==> src/rtl/stonyman_adc_capture_pkg.sv <==
// Shared types and sizes for the Stonyman imager ADC capture path.
package stonyman_pkg;
   localparam int ADC_FRAME_BITS = 16;
   localparam int ADC_DATA_BITS  = 12;
   localparam int PIXEL_ADDR_W   = 14;
   localparam int STONYMAN_ROWS  = 112;
   localparam int STONYMAN_COLS  = 112;

   typedef enum logic [2:0] {
      ST_IDLE,
      ST_CS_SETUP,
      ST_SHIFT,
      ST_QUIET,
      ST_DONE
   } cap_state_e;

   // Frame-buffer address step with wrap at the end of the frame.
   function automatic logic [PIXEL_ADDR_W-1:0] pixel_addr_next(
      input logic [PIXEL_ADDR_W-1:0] addr,
      input int                      num_pixels
   );
      if (int'(addr) >= num_pixels - 1) return '0;
      return addr + 1'b1;
   endfunction
endpackage

==> src/rtl/stonyman_adc_capture_if.sv <==
// Capture-side bundle: conversion request, serial ADC pins and pixel write port.
interface stonyman_adc_capture_if;
   import stonyman_pkg::*;

   logic                     adc_capture_start;
   logic                     frame_start;
   logic                     adc_sdata;
   logic                     adc_cs_n;
   logic                     adc_sclk;
   logic                     adc_capture_done;
   logic [ADC_DATA_BITS-1:0] sample_data;
   logic                     pixel_we;
   logic [PIXEL_ADDR_W-1:0]  pixel_waddr;
   logic                     capture_busy;

   modport master (
      output adc_capture_start, frame_start, adc_sdata,
      input  adc_cs_n, adc_sclk, adc_capture_done, sample_data,
             pixel_we, pixel_waddr, capture_busy
   );

   modport slave (
      input  adc_capture_start, frame_start, adc_sdata,
      output adc_cs_n, adc_sclk, adc_capture_done, sample_data,
             pixel_we, pixel_waddr, capture_busy
   );
endinterface

==> src/rtl/stonyman_adc_capture_tick.sv <==
// SCLK half-period enable: pulses every CLK_DIV cycles while not cleared.
module stonyman_adc_tick #(
   parameter int CLK_DIV = 2
) (
   input  logic clk,
   input  logic reset,
   input  logic clr,
   output logic tick
);
   logic [7:0] cnt;

   assign tick = !clr && (cnt == 8'(CLK_DIV - 1));

   always_ff @(posedge clk or negedge reset) begin
      if (!reset)            cnt <= '0;
      else if (clr || tick)  cnt <= '0;
      else                   cnt <= cnt + 8'd1;
   end
endmodule

==> src/rtl/stonyman_adc_capture.sv <==
// Serial ADC capture: one 16-bit SPI-style read per request, low 12 bits
// written to the frame buffer at a self-incrementing pixel address.
module stonyman_adc_capture
   import stonyman_pkg::*;
#(
   parameter int CLK_DIV      = 2,
   parameter int QUIET_CYCLES = 2,
   parameter int NUM_PIXELS   = STONYMAN_ROWS * STONYMAN_COLS
) (
   input  logic                 clk,
   input  logic                 reset,
   stonyman_adc_capture_if.slave bus
);
   cap_state_e                state, state_nx;
   logic                      tick;
   logic [4:0]                half_cnt;
   logic [7:0]                quiet_cnt;
   logic [ADC_FRAME_BITS-1:0] shreg;
   logic [PIXEL_ADDR_W-1:0]   addr;

   stonyman_adc_tick #(.CLK_DIV(CLK_DIV)) u_tick (
      .clk   (clk),
      .reset (reset),
      .clr   (state != ST_SHIFT),
      .tick  (tick)
   );

   assign bus.pixel_waddr = addr;

   always_ff @(posedge clk or negedge reset) begin
      if (!reset) state <= ST_IDLE;
      else        state <= state_nx;
   end

   always_comb begin
      state_nx = state;
      case (state)
         ST_IDLE:     if (bus.adc_capture_start) state_nx = ST_CS_SETUP;
         ST_CS_SETUP: state_nx = ST_SHIFT;
         ST_SHIFT:    if (tick && half_cnt == 5'd31)
                         state_nx = (QUIET_CYCLES == 0) ? ST_DONE : ST_QUIET;
         ST_QUIET:    if (quiet_cnt == 8'd0) state_nx = ST_DONE;
         ST_DONE:     state_nx = ST_IDLE;
         default:     state_nx = ST_IDLE;
      endcase
   end

   // Pin and status outputs are registered from the next state so they line
   // up with the state they describe.
   always_ff @(posedge clk or negedge reset) begin
      if (!reset) begin
         bus.adc_cs_n         <= 1'b1;
         bus.adc_sclk         <= 1'b1;
         bus.adc_capture_done <= 1'b0;
         bus.pixel_we         <= 1'b0;
         bus.capture_busy     <= 1'b0;
         bus.sample_data      <= '0;
         half_cnt             <= '0;
         quiet_cnt            <= '0;
         shreg                <= '0;
         addr                 <= '0;
      end else begin
         bus.adc_cs_n         <= !(state_nx == ST_CS_SETUP || state_nx == ST_SHIFT);
         bus.adc_capture_done <= (state_nx == ST_DONE);
         bus.pixel_we         <= (state_nx == ST_DONE);
         bus.capture_busy     <= (state_nx != ST_IDLE);

         // Low phase first; the final high phase is held through CS release.
         if (state_nx != ST_SHIFT)    bus.adc_sclk <= 1'b1;
         else if (state != ST_SHIFT)  bus.adc_sclk <= 1'b0;
         else if (tick)               bus.adc_sclk <= ~bus.adc_sclk;

         if (state != ST_SHIFT) half_cnt <= '0;
         else if (tick)         half_cnt <= half_cnt + 5'd1;

         // Even half-count ticks end a low phase: that edge raises SCLK.
         if (tick && !half_cnt[0])
            shreg <= {shreg[ADC_FRAME_BITS-2:0], bus.adc_sdata};

         if (state != ST_QUIET) quiet_cnt <= 8'(QUIET_CYCLES - 1);
         else                   quiet_cnt <= quiet_cnt - 8'd1;

         if (state_nx == ST_DONE) bus.sample_data <= shreg[ADC_DATA_BITS-1:0];

         if (bus.frame_start)     addr <= '0;
         else if (state == ST_DONE) addr <= pixel_addr_next(addr, NUM_PIXELS);
      end
   end
endmodule
==> src/flat_wrapper.sv <==
// flat-port wrapper written by rule: the top's interface ports become plain ports
module stonyman_adc_capture_flat import stonyman_pkg::*;
#(
   parameter int CLK_DIV      = 2,
   parameter int QUIET_CYCLES = 2,
   parameter int NUM_PIXELS   = STONYMAN_ROWS * STONYMAN_COLS
)
  (clk, reset, bus_adc_capture_start, bus_frame_start, bus_adc_sdata, bus_adc_cs_n, bus_adc_sclk, bus_adc_capture_done, bus_sample_data, bus_pixel_we, bus_pixel_waddr, bus_capture_busy);
  stonyman_adc_capture_if bus_i ();
  input  logic clk;
  input  logic reset;
  input wire logic [$bits(bus_i.adc_capture_start)-1:0] bus_adc_capture_start;
  input wire logic [$bits(bus_i.frame_start)-1:0] bus_frame_start;
  input wire logic [$bits(bus_i.adc_sdata)-1:0] bus_adc_sdata;
  output wire logic [$bits(bus_i.adc_cs_n)-1:0] bus_adc_cs_n;
  output wire logic [$bits(bus_i.adc_sclk)-1:0] bus_adc_sclk;
  output wire logic [$bits(bus_i.adc_capture_done)-1:0] bus_adc_capture_done;
  output wire logic [$bits(bus_i.sample_data)-1:0] bus_sample_data;
  output wire logic [$bits(bus_i.pixel_we)-1:0] bus_pixel_we;
  output wire logic [$bits(bus_i.pixel_waddr)-1:0] bus_pixel_waddr;
  output wire logic [$bits(bus_i.capture_busy)-1:0] bus_capture_busy;
  assign bus_i.adc_capture_start = bus_adc_capture_start;
  assign bus_i.frame_start = bus_frame_start;
  assign bus_i.adc_sdata = bus_adc_sdata;
  assign bus_adc_cs_n = bus_i.adc_cs_n;
  assign bus_adc_sclk = bus_i.adc_sclk;
  assign bus_adc_capture_done = bus_i.adc_capture_done;
  assign bus_sample_data = bus_i.sample_data;
  assign bus_pixel_we = bus_i.pixel_we;
  assign bus_pixel_waddr = bus_i.pixel_waddr;
  assign bus_capture_busy = bus_i.capture_busy;
  stonyman_adc_capture #(.CLK_DIV(CLK_DIV), .QUIET_CYCLES(QUIET_CYCLES), .NUM_PIXELS(NUM_PIXELS)) u_core (.clk(clk), .reset(reset), .bus(bus_i));
endmodule
==> config.mk <==
export PLATFORM = sky130hd
export DESIGN_NAME = stonyman_adc_capture_flat
export DESIGN_NICKNAME = d
export VERILOG_FILES = /design/src/rtl/stonyman_adc_capture_pkg.sv /design/src/rtl/stonyman_adc_capture_if.sv /design/src/rtl/stonyman_adc_capture_tick.sv /design/src/rtl/stonyman_adc_capture.sv /design/src/flat_wrapper.sv
export SDC_FILE = /design/constraint.sdc
export NUM_CORES = 1
export LEC_CHECK = 0
export ABC_AREA = 1
export BUFFER_PORTS_ARGS = -buffer_cell sky130_fd_sc_hd__clkbuf_2
export CORE_MARGIN = 3
export CORE_UTILIZATION = 55
export DETAILED_ROUTE_END_ITERATION = 8
export HOLD_SLACK_MARGIN = 0.12
export PLACE_DENSITY = 0.76
export SYNTH_ARGS = -nofsm -noshare
export SYNTH_HDL_FRONTEND = slang
export SYNTH_HIERARCHICAL = 1
export SYNTH_SLANG_ARGS = --single-unit
==> constraint.sdc <==
create_clock -name clk -period 2.2 [get_ports clk]
set_input_delay 0 -clock clk [delete_from_list [all_inputs] [get_ports clk]]
set_output_delay 0 -clock clk [all_outputs]
set_load 0.01 [all_outputs]
==> results of run 1 <==
==> Yosys cell counts <==
cell type / instances / area [um2]
nand3_1: 17 / 85.1
buf_4: 2 / 15.0
nor2_1: 40 / 150
xor2_1: 6 / 52.6
dfrtp_1: 64 / 1600
buf_8: 1 / 15.0
a21oi_1: 10 / 50.1
or2_2: 1 / 6.26
nand4_1: 2 / 12.5
nand3_2: 1 / 10.0
buf_1: 1 / 3.75
nand3b_1: 3 / 22.5
dfstp_2: 2 / 52.6
xnor2_1: 1 / 8.76
nand2_1: 142 / 533
a31oi_1: 1 / 6.26
o22ai_1: 1 / 6.26
inv_2: 4 / 15.0
o21ai_0: 17 / 85.1
buf_2: 4 / 20.0
nand2_4: 1 / 11.3
nor2_2: 7 / 43.8
nand2_2: 6 / 37.5
nor3b_1: 1 / 7.51
nor2_4: 3 / 33.8
nand4_4: 1 / 21.3
nor3_1: 9 / 45.0
inv_1: 41 / 154
o21bai_1: 2 / 15.0
ha_1: 7 / 87.6
buf_6: 1 / 11.3
o21ai_1: 10 / 50.1
==> sequential cells by signal (all words and copies together) (netlist names) <==
name and count:
u_core/bus.pixel_we 1, u_core/bus.sample_data 12, u_core/bus.adc_cs_n 1, u_core/quiet_cnt 8, u_core/u_tick/cnt 8, u_core/half_cnt 5, u_core/bus.adc_sclk 1, u_core/shreg 12
u_core/state 3, u_core/bus.pixel_waddr 14, u_core/bus.capture_busy 1
==> power by group <==
| group | leakage [uW] | switching, uW | internal, uW |
|---|---|---|---|
| clock network | 0.000124 | 503 | 765 |
| logic | 0.000969 | 787 | 402 |
| registers | 0.000886 | 206 | 1490 |
| total | 0.00198 | 1500 | 2650 |
==> routing by layer <==
metal	routed length (um)	track usage (%)	part of all wire [%]	up-vias
met4	84	9.51	1.3	0
met1	2900	25.3	43	1280
met3	288	4.17	4.3	10
met5	0	0	0	-
li1	-	-	-	1371
met2	3430	35.9	51	60
==> cell type report <==
cell class                      count  area [um2]
Clock buffer                        9         124
Clock inverter                      7         125
Fill cell                         460        1860
Inverter                           45         169
Multi-Input combinational cell    289        1380
Sequential cell                    66        1650
Tap cell                           72        90.1
Timing Repair Buffer               43         243
==> cell families (layout without fill, tap and decap cells) <==
group | after synthesis | after routing
buf+inv | 54 | 104
fa+ha+maj | 7 | 7
simple gates | 234 | 234
flops | 66 | 66
compound gates | 41 | 41
xor+xnor | 7 | 7
==> cell usage in the layout (no fill, tap or decap) <==
cell | netlist | layout
a21oi_1 | 10 | 10
a31oi_1 | 1 | 1
buf_4 | 2 | 5
bufinv_16 | 0 | 3
clkbuf_2 | 0 | 35
clkbuf_8 | 0 | 9
clkinv_4 | 0 | 2
dfrtp_1 | 64 | 64
dfstp_2 | 2 | 2
dlygate4sd3_1 | 0 | 3
ha_1 | 7 | 7
inv_1 | 41 | 41
inv_2 | 4 | 4
inv_6 | 0 | 2
nand2_1 | 142 | 142
nand2_2 | 6 | 6
nand2_4 | 1 | 1
nand3_1 | 17 | 17
nand3_2 | 1 | 1
nand3b_1 | 3 | 3
nand4_1 | 2 | 2
nand4_4 | 1 | 1
nor2_1 | 40 | 40
nor2_2 | 7 | 7
nor2_4 | 3 | 3
nor3_1 | 9 | 9
nor3b_1 | 1 | 1
o21ai_0 | 17 | 17
o21ai_1 | 10 | 10
o21bai_1 | 2 | 2
o22ai_1 | 1 | 1
or2_2 | 1 | 1
xnor2_1 | 1 | 1
xor2_1 | 6 | 6
==> how the worst min path moves through the flow <==
stage	from	endpoint	slack, ps	depth (start not counted)
floorplan	reset	u_core/bus.capture_busy	-300	0
global placement	reset	u_core/bus.pixel_waddr[4]	120	2
detailed placement	reset	u_core/bus.pixel_waddr[2]	120	2
CTS	bus_frame_start	u_core/bus.pixel_waddr[8]	120	4
global route	bus_frame_start	u_core/bus.pixel_waddr[8]	160	4
finish	bus_frame_start	u_core/bus.pixel_waddr[8]	140	4
==> critical path: stages (launching register included) <==
cell     delay, ps
dfrtp_1        400
inv_1           90
ha_1           170
nand2_1         70
nor2_1         130
nand2_1         90
nor2_1         130
buf_4          170
nand2_1         60
nor2_1          90
a21oi_1         50
nand2_1         90
nand2_1        100
nand2_1         70
nand2_1         70
==> through the flow <==
stage	hold WS, ps	area [um2]	util, %
after global routing	162	3790	67.1
after detailed placement	120	3510	62.2
after global placement	120	3510	62.2
after floorplan	-296	3270	-
after CTS	120	3790	67.1
final	140	3790	67.1
==> what timing repair did <==
| action | in CTS | in global routing |
|---|---|---|
| buffers inserted | 0 | 0 |
| hold buffers | 3 | 0 |
| resized for setup | 0 | 0 |
| hold endpoints to repair | 48 | 0 |
==> impl_metrics.yaml, run 1 <==
logic_synthesis:
  synth.yosys.seq_area_share_pct: 50.6
  synth_top_family_by_area: "simple AND/OR/NAND/NOR gates"
  ys_seq_elements: 66
  yosys.area_share.adder_pct: 2.68
  synthMuxAreaShare_pct: 0
  synth_area_per_cell_um2: 7.99
  synth_cells: 409
  syn_nets: 421
  yosysUniqueCellTypes: 32
  yosys_warnings: 6
  synth-xor-area-share_pct: 1.88
  synth-simple-area-share_pct: 31.2
  synth-compound-area-share_pct: 6.51
  syn-cell-area_um2: 3270
sta:
  period_needed_ps: 1860
  setup_viol: 0
  fin_ws_ps: 341
  rsz0062_at_grt: "false"
  fmax_mhz: 538
  slew_headroom_pct: 62.4
  finalHoldViolCount: 0
  finalClockSkew_ps: 5.69
  final_max_slew_viol_count: 0
  worst_pin_slew_ps: 563
  fin_setup_tns_ps: 0
  fin_crit_sh_pct: 84.5
worst_setup_path:
  r2r-start: "u_core/u_tick/cnt[1]"
  cp.required_ps: 2470
  cp_max_fo: 7
  cp-startpoint: "u_core/u_tick/cnt[1]"
  reg2reg_slack_ps: 340
  worst-r2r-cell-count: 14
  cp-start-kind: "flip-flop"
  path_class: "flip-flop to flip-flop"
  crit_end: "u_core/bus.adc_cs_n"
  r2r_end: "u_core/bus.adc_cs_n"
  crit_arrival_ps: 2130
  crit_path_end_kind: "flip-flop"
cts:
  clock_latency_ps: 340
  cts.sinks: 66
  ctsLongestPathBuffers: 2
  root_buffer: "clkbuf_8"
  cts_tree: "done"
  clk_pin_slew_worst_paths_ps: 80
  cts-buffers-inserted: 9
  htree_levels: 3
route:
  num_vias: 2721
  post-route-drc-count: 0
  first_iter_violations: 179
  routedWlPerCell_um: 12.6
  drt_pass1_iterations: 4
  drtAntennaViolNets: 0
  routed_via_density: 5.12
  wl_um: 6700
global_route:
  grt_use_total_pct: 20.9
  grt-ovfl-total: 0
  grt_pass1_wl_um: 11800
  grt_max_degree: 45
  grt_pass1_vias: 2638
  antenna_found_initial: 0
final_layout:
  fin_cells: 531
  area_growth_pct: 15.8
  drive_above_1_share_pct: 17.9
  nets: 466
  n_antenna_cell: 0
die:
  die-area_um2: 6910
  row_count: 27
  start_util_pct: 58.0
  core_area_um2: 5640
  die_x_um: 83.1
  die_y_um: 83.1
  io_pins: 36
power_and_ir_drop:
  p_total_uw: 4150
  p_per_area_nw_per_um2: 1100
  p_leak_uw: 0.00198
  ir_drop_mv: 0.799
place:
  dp_slack_ps: 402
  hpwlAfterDp_um: 4620
  port_buffers: 35
  dpl.cell_count: 512
  place_congestion: 0.862
worst_hold_path:
  worstHoldPathType: "primary input to flip-flop"
status:
  status: "complete, no violations"
run:
  maxCapViolCount: 0
(Power assumes the default switching activity.)
==> run 2: changes to the inputs <==
--- a/config.mk
+++ b/config.mk
@@ -8,7 +8,7 @@
 export ABC_AREA = 1
 export BUFFER_PORTS_ARGS = -buffer_cell sky130_fd_sc_hd__clkbuf_2
 export CORE_MARGIN = 3
-export CORE_UTILIZATION = 55
+export CORE_UTILIZATION = 53
 export DETAILED_ROUTE_END_ITERATION = 8
 export HOLD_SLACK_MARGIN = 0.12
 export PLACE_DENSITY = 0.76
==> constraint.sdc (replaced) <==
create_clock -name clk -period 1.65 [get_ports clk]
set_input_delay 0 -clock clk [delete_from_list [all_inputs] [get_ports clk]]
set_output_delay 0 -clock clk [all_outputs]
set_load 0.01 [all_outputs]
==> run 2 against run 1 <==
Clock power increased by 18%. Combinational power increased by 77%. Largest power group unchanged. Global-route usage decreased by 0.26 points. Maximum frequency increased by 13%. Total power increased by 41%. Largest cell class unchanged. Sequential cell count unchanged. Core utilization increased by 3.3 points.
==> impl_metrics.yaml, run 2 (synthesis gave the netlist of run 1 again) <==
final_layout:
  nets: 491
  final_common_cell: "nand2_1"
  layout_common_cells: "137 x nand2_1, 63 x dfrtp_1, 38 x inv_1, 37 x nor2_1, 35 x clkbuf_2"
  largest_reg_flops: 14
  area_growth_pct: 23.6
  n_antenna_cell: 0
  drive_above_1_share_pct: 25.2
cts:
  root_buffer: "clkbuf_8"
  htree_levels: 3
  cts.sinks: 66
  ctsLongestPathBuffers: 2
  clk_pin_slew_worst_paths_ps: 70
  cts-buffers-inserted: 9
  clock_latency_ps: 340
  cts_tree: "done"
worst_setup_path:
  path_class: "flip-flop to flip-flop"
  cp.required_ps: 1870
  crit_end: "u_core/shreg[1]"
  r2r_end: "u_core/shreg[1]"
  crit_path_end_kind: "flip-flop"
  crit_arrival_ps: 1870
  cp-startpoint: "u_core/u_tick/cnt[1]"
  cp_max_fo: 6
  worst-r2r-cell-count: 11
  r2r-start: "u_core/u_tick/cnt[1]"
  reg2reg_slack_ps: 4
  cp-start-kind: "flip-flop"
sta:
  worst_pin_slew_ps: 355
  fin_crit_sh_pct: 99.8
  setup_viol: 0
  fmax_mhz: 607
  finalHoldViolCount: 0
  finalClockSkew_ps: 8.29
  final_max_slew_viol_count: 0
  rsz0062_at_grt: "true"
  period_needed_ps: 1650
  fin_setup_tns_ps: 0
  slew_headroom_pct: 76.1
run:
  maxCapViolCount: 0
die:
  row_count: 27
  core_area_um2: 5740
  die_y_um: 84.5
  die_x_um: 84.5
  die-area_um2: 7150
  start_util_pct: 56.9
  io_pins: 36
global_route:
  grt_pass1_vias: 2768
  grt-ovfl-total: 0
  grt_use_total_pct: 20.7
  grt_pass1_wl_um: 12000
  antenna_found_initial: 0
  grt_max_degree: 67
place:
  place_congestion: 0.901
  port_buffers: 35
  hpwlAfterDp_um: 4700
route:
  routed_via_density: 5.09
  drtAntennaViolNets: 0
  post-route-drc-count: 0
  first_iter_violations: 121
  wl_um: 6930
  drt_pass1_iterations: 4
  routedWlPerCell_um: 12.5
  num_vias: 2829
status:
  status: "complete, no violations"
worst_hold_path:
  worstHoldPathType: "primary input to asynchronous set/reset pin"
power_and_ir_drop:
  p_per_area_nw_per_um2: 1450
  p_total_uw: 5870
  p_leak_uw: 0.00209
  ir_drop_mv: 0.896
run 2: changes by cell type in the layout (fill, tap and decap cells not counted), moves of 2 or more:
cell and delta:
inv_2 +2, ha_1 -2, nor2_4 +4, o21ai_0 -2, clkinv_2 +2, nand2_1 -5
nand2_2 +5, inv_1 -3, buf_12 +2, inv_6 -2, buf_4 +20, clkinvlp_4 +4
nor2_1 -3
run 2: how the worst min path moves through the flow:
| stage | from | to | slack [ps] | cells after the start |
|---|---|---|---|---|
| 3_5_place_dp | reset | u_core/quiet_cnt[4] | 50 | 2 |
| 2_1_floorplan | reset | u_core/bus.capture_busy | -300 | 0 |
| 5_1_grt | reset | u_core/bus.pixel_waddr[2] | 240 | 3 |
| 6_report | reset | u_core/quiet_cnt[4] | 210 | 3 |
| 3_3_place_gp | reset | u_core/quiet_cnt[4] | 50 | 2 |
| 4_1_cts | reset | u_core/bus.pixel_waddr[2] | 210 | 3 |
run 2: through the flow:
stage	setup slack [ps]	cell area (um2)	cells	hold slack (ps)	util [%]
detailed placement	-108	3640	527	46.5	63.3
global placement	-31.0	3640	527	47.8	63.3
floorplan	17.3	3280	409	-296	-
CTS	7.31	3920	549	214	68.3
global route	-116	4040	556	237	70.4
finish	3.86	4040	556	214	70.4
run 2: what timing repair did:
action | in CTS | in global routing
gates cloned | 0 | 1
gates resized for setup | 3 | 19
buffers inserted | 2 | 6
hold buffers | 4 | 0
pin swaps | 3 | 10
endpoints found under the setup margin | 18 | 24
hold endpoints to repair | 72 | 0
run 2: report_power, final:
group	internal, uW	switching [uW]	total (uW)
logic	865	1240	2110
clock network	847	655	1500
registers	1980	273	2260
run 2: layer usage:
layer  share of wire (%)  global-route usage [%]  up-vias
met4                 2.2                    8.63        0
li1                    -                       -     1413
met5                   0                       0        -
met1                  44                    26.5     1331
met3                 4.9                    4.81       13
met2                  48                    33.6       72
run 2: layout make-up:
type	count	area, um2
Timing Repair Buffer	67	454
Clock inverter	7	93.8
Inverter	45	173
Sequential cell	66	1660
Clock buffer	9	124
Tap cell	72	90.1
Timing Repair inverter	1	7.51
Fill cell	458	1700
Multi-Input combinational cell	289	1440
run 2: critical path, cell delays in order, from the launching register on:
cell	delay (ps)
dfrtp_1	390
inv_2	80
ha_4	140
nand2_2	40
nor2_2	80
nand2_2	80
nor2_4	150
inv_2	80
nor2_4	170
clkinvlp_4	180
nand2_1	80
nand2_1	60
==> run 3: changes to the inputs <==
--- a/config.mk
+++ b/config.mk
@@ -7,6 +7,7 @@
 export LEC_CHECK = 0
 export ABC_AREA = 1
 export BUFFER_PORTS_ARGS = -buffer_cell sky130_fd_sc_hd__clkbuf_2
+export CORE_ASPECT_RATIO = 1.4
 export CORE_MARGIN = 3
 export CORE_UTILIZATION = 53
 export DETAILED_ROUTE_END_ITERATION = 8
==> run 3 against run 2 <==
Critical path depth is the same. Core utilization shrank 3.2 points. Non-clock buffer count down 3. Routed wire length down 2.7%. First-iteration DRC count up 6.6%. Sequential share of layout area up 0.76 points. Critical path type unchanged.
==> impl_metrics.yaml, run 3 (synthesis gave the netlist of run 1 again) <==
status:
  status: "complete, no violations"
final_layout:
  drive_above_1_share_pct: 22.7
  fin_area_um2: 3970
  final_common_cell: "nand2_1"
  fin_cells: 551
  layout_common_cells: "141 x nand2_1, 64 x dfrtp_1, 39 x nor2_1, 38 x inv_1, 35 x clkbuf_2"
  nets: 488
  largest_reg_flops: 14
  n_antenna_cell: 0
  area_growth_pct: 21.3
  fin_util_pct: 67.2
cts:
  cts.sinks: 66
  ctsLongestPathBuffers: 2
  cts_tree: "done"
  htree_levels: 3
  clk_pin_slew_worst_paths_ps: 80
  cts-buffers-inserted: 9
  clock_latency_ps: 340
  root_buffer: "clkbuf_8"
sta:
  setup_viol: 0
  slew_headroom_pct: 73.1
  finalClockSkew_ps: 11.2
  period_needed_ps: 1610
  finalHoldViolCount: 0
  fin_crit_sh_pct: 97.9
  final_max_slew_viol_count: 0
  fmax_mhz: 619
  worst_pin_slew_ps: 401
  rsz0062_at_grt: "true"
  fin_ws_ps: 35.0
worst_setup_path:
  crit_arrival_ps: 1840
  cp_max_fo: 6
  path_class: "flip-flop to flip-flop"
  worst-r2r-cell-count: 11
  cp-start-kind: "flip-flop"
  crit_path_end_kind: "flip-flop"
  r2r-start: "u_core/u_tick/cnt[1]"
  cp.required_ps: 1880
  reg2reg_slack_ps: 40
  r2r_end: "u_core/shreg[5]"
route:
  post-route-drc-count: 0
  routedWlPerCell_um: 12.2
  drt_pass1_iterations: 4
  num_vias: 2789
  wl_um: 6740
  routed_via_density: 5.06
  first_iter_violations: 129
  drtAntennaViolNets: 0
global_route:
  grt_max_degree: 39
  grt-ovfl-total: 0
  grt_pass1_vias: 2594
  grt_use_total_pct: 19.7
  grt_pass1_wl_um: 11100
  antenna_found_initial: 0
power_and_ir_drop:
  p_leak_uw: 0.00207
  ir_drop_mv: 0.839
  p_per_area_nw_per_um2: 1390
  p_total_uw: 5500
place:
  port_buffers: 35
  place_congestion: 0.903
  hpwlAfterDp_um: 4720
  place_area_um2: 3640
  dpl.cell_count: 526
  dp_slack_ps: -24.0
die:
  core_area_um2: 5900
  die_y_um: 98.9
  die_x_um: 72.4
  row_count: 33
  start_util_pct: 55.4
  io_pins: 36
  die-area_um2: 7160
run:
  maxCapViolCount: 0
worst_hold_path:
  worstHoldPathType: "primary input to asynchronous set/reset pin"
==> run 3: where the power goes <==
part | switching (uW) | leakage (uW) | internal, uW
combinational | 1160 | 0.00108 | 751
clock | 647 | 0.0000998 | 707
sequential | 259 | 0.000886 | 1980
==> run 3: layer usage <==
metal | share of wire [%] | GRT usage, % | vias to the layer above
met4 | 1.9 | 9.94 | 0
met2 | 51 | 32.8 | 63
met5 | 0 | 0 | -
li1 | - | - | 1406
met1 | 43 | 23.0 | 1308
met3 | 4.2 | 5.10 | 12
==> run 3: worst max-delay path by stage <==
stage	end	cells past startpoint	slack (ps)	start
6_report	u_core/shreg[5]	11	40	u_core/u_tick/cnt[1]
5_1_grt	u_core/shreg[5]	11	-80	u_core/u_tick/cnt[1]
4_1_cts	u_core/bus.adc_cs_n	14	6	u_core/u_tick/cnt[1]
3_5_place_dp	u_core/bus.adc_cs_n	14	-20	u_core/u_tick/cnt[1]
3_3_place_gp	u_core/bus.adc_cs_n	14	50	u_core/u_tick/cnt[1]
2_1_floorplan	u_core/shreg[0]	13	20	u_core/u_tick/cnt[1]
==> run 3: cell type report <==
cell class	count	area, um2
clock buffers	9	124
clock inverters	7	77.6
fillers	477	1940
inverters	45	173
multi-input cells	289	1410
flip-flops and latches	66	1650
well taps	70	87.6
repair buffers	64	430
repair inverters	1	7.51
==> run 3: what timing repair did <==
item / CTS / global route
pin swaps: 4 / 5
buffers inserted: 1 / 2
hold buffers: 5 / 0
cloned: 0 / 1
endpoints found under the setup margin: 2 / 25
endpoints found under the hold margin: 72 / 0
resized for setup: 3 / 6
==> run 3: metrics by stage <==
stage | setup TNS, ps | hold slack, ps
3_5_place_dp | -24.0 | -165
3_3_place_gp | 0 | -164
4_1_cts | 0 | 202
2_1_floorplan | 0 | -296
6_report | 0 | 197
5_1_grt | -875 | 224
==> run 3: critical path, cell delays in order (launching register included) <==
cell and delay (ps):
dfrtp_1 390, inv_2 80, ha_4 120, nand2_1 40, nor2_1 80, nand2_1 90, nor2_2 130, inv_2 80
nor2_4 170, clkinvlp_4 180, nand2_1 90, o21ai_1 60
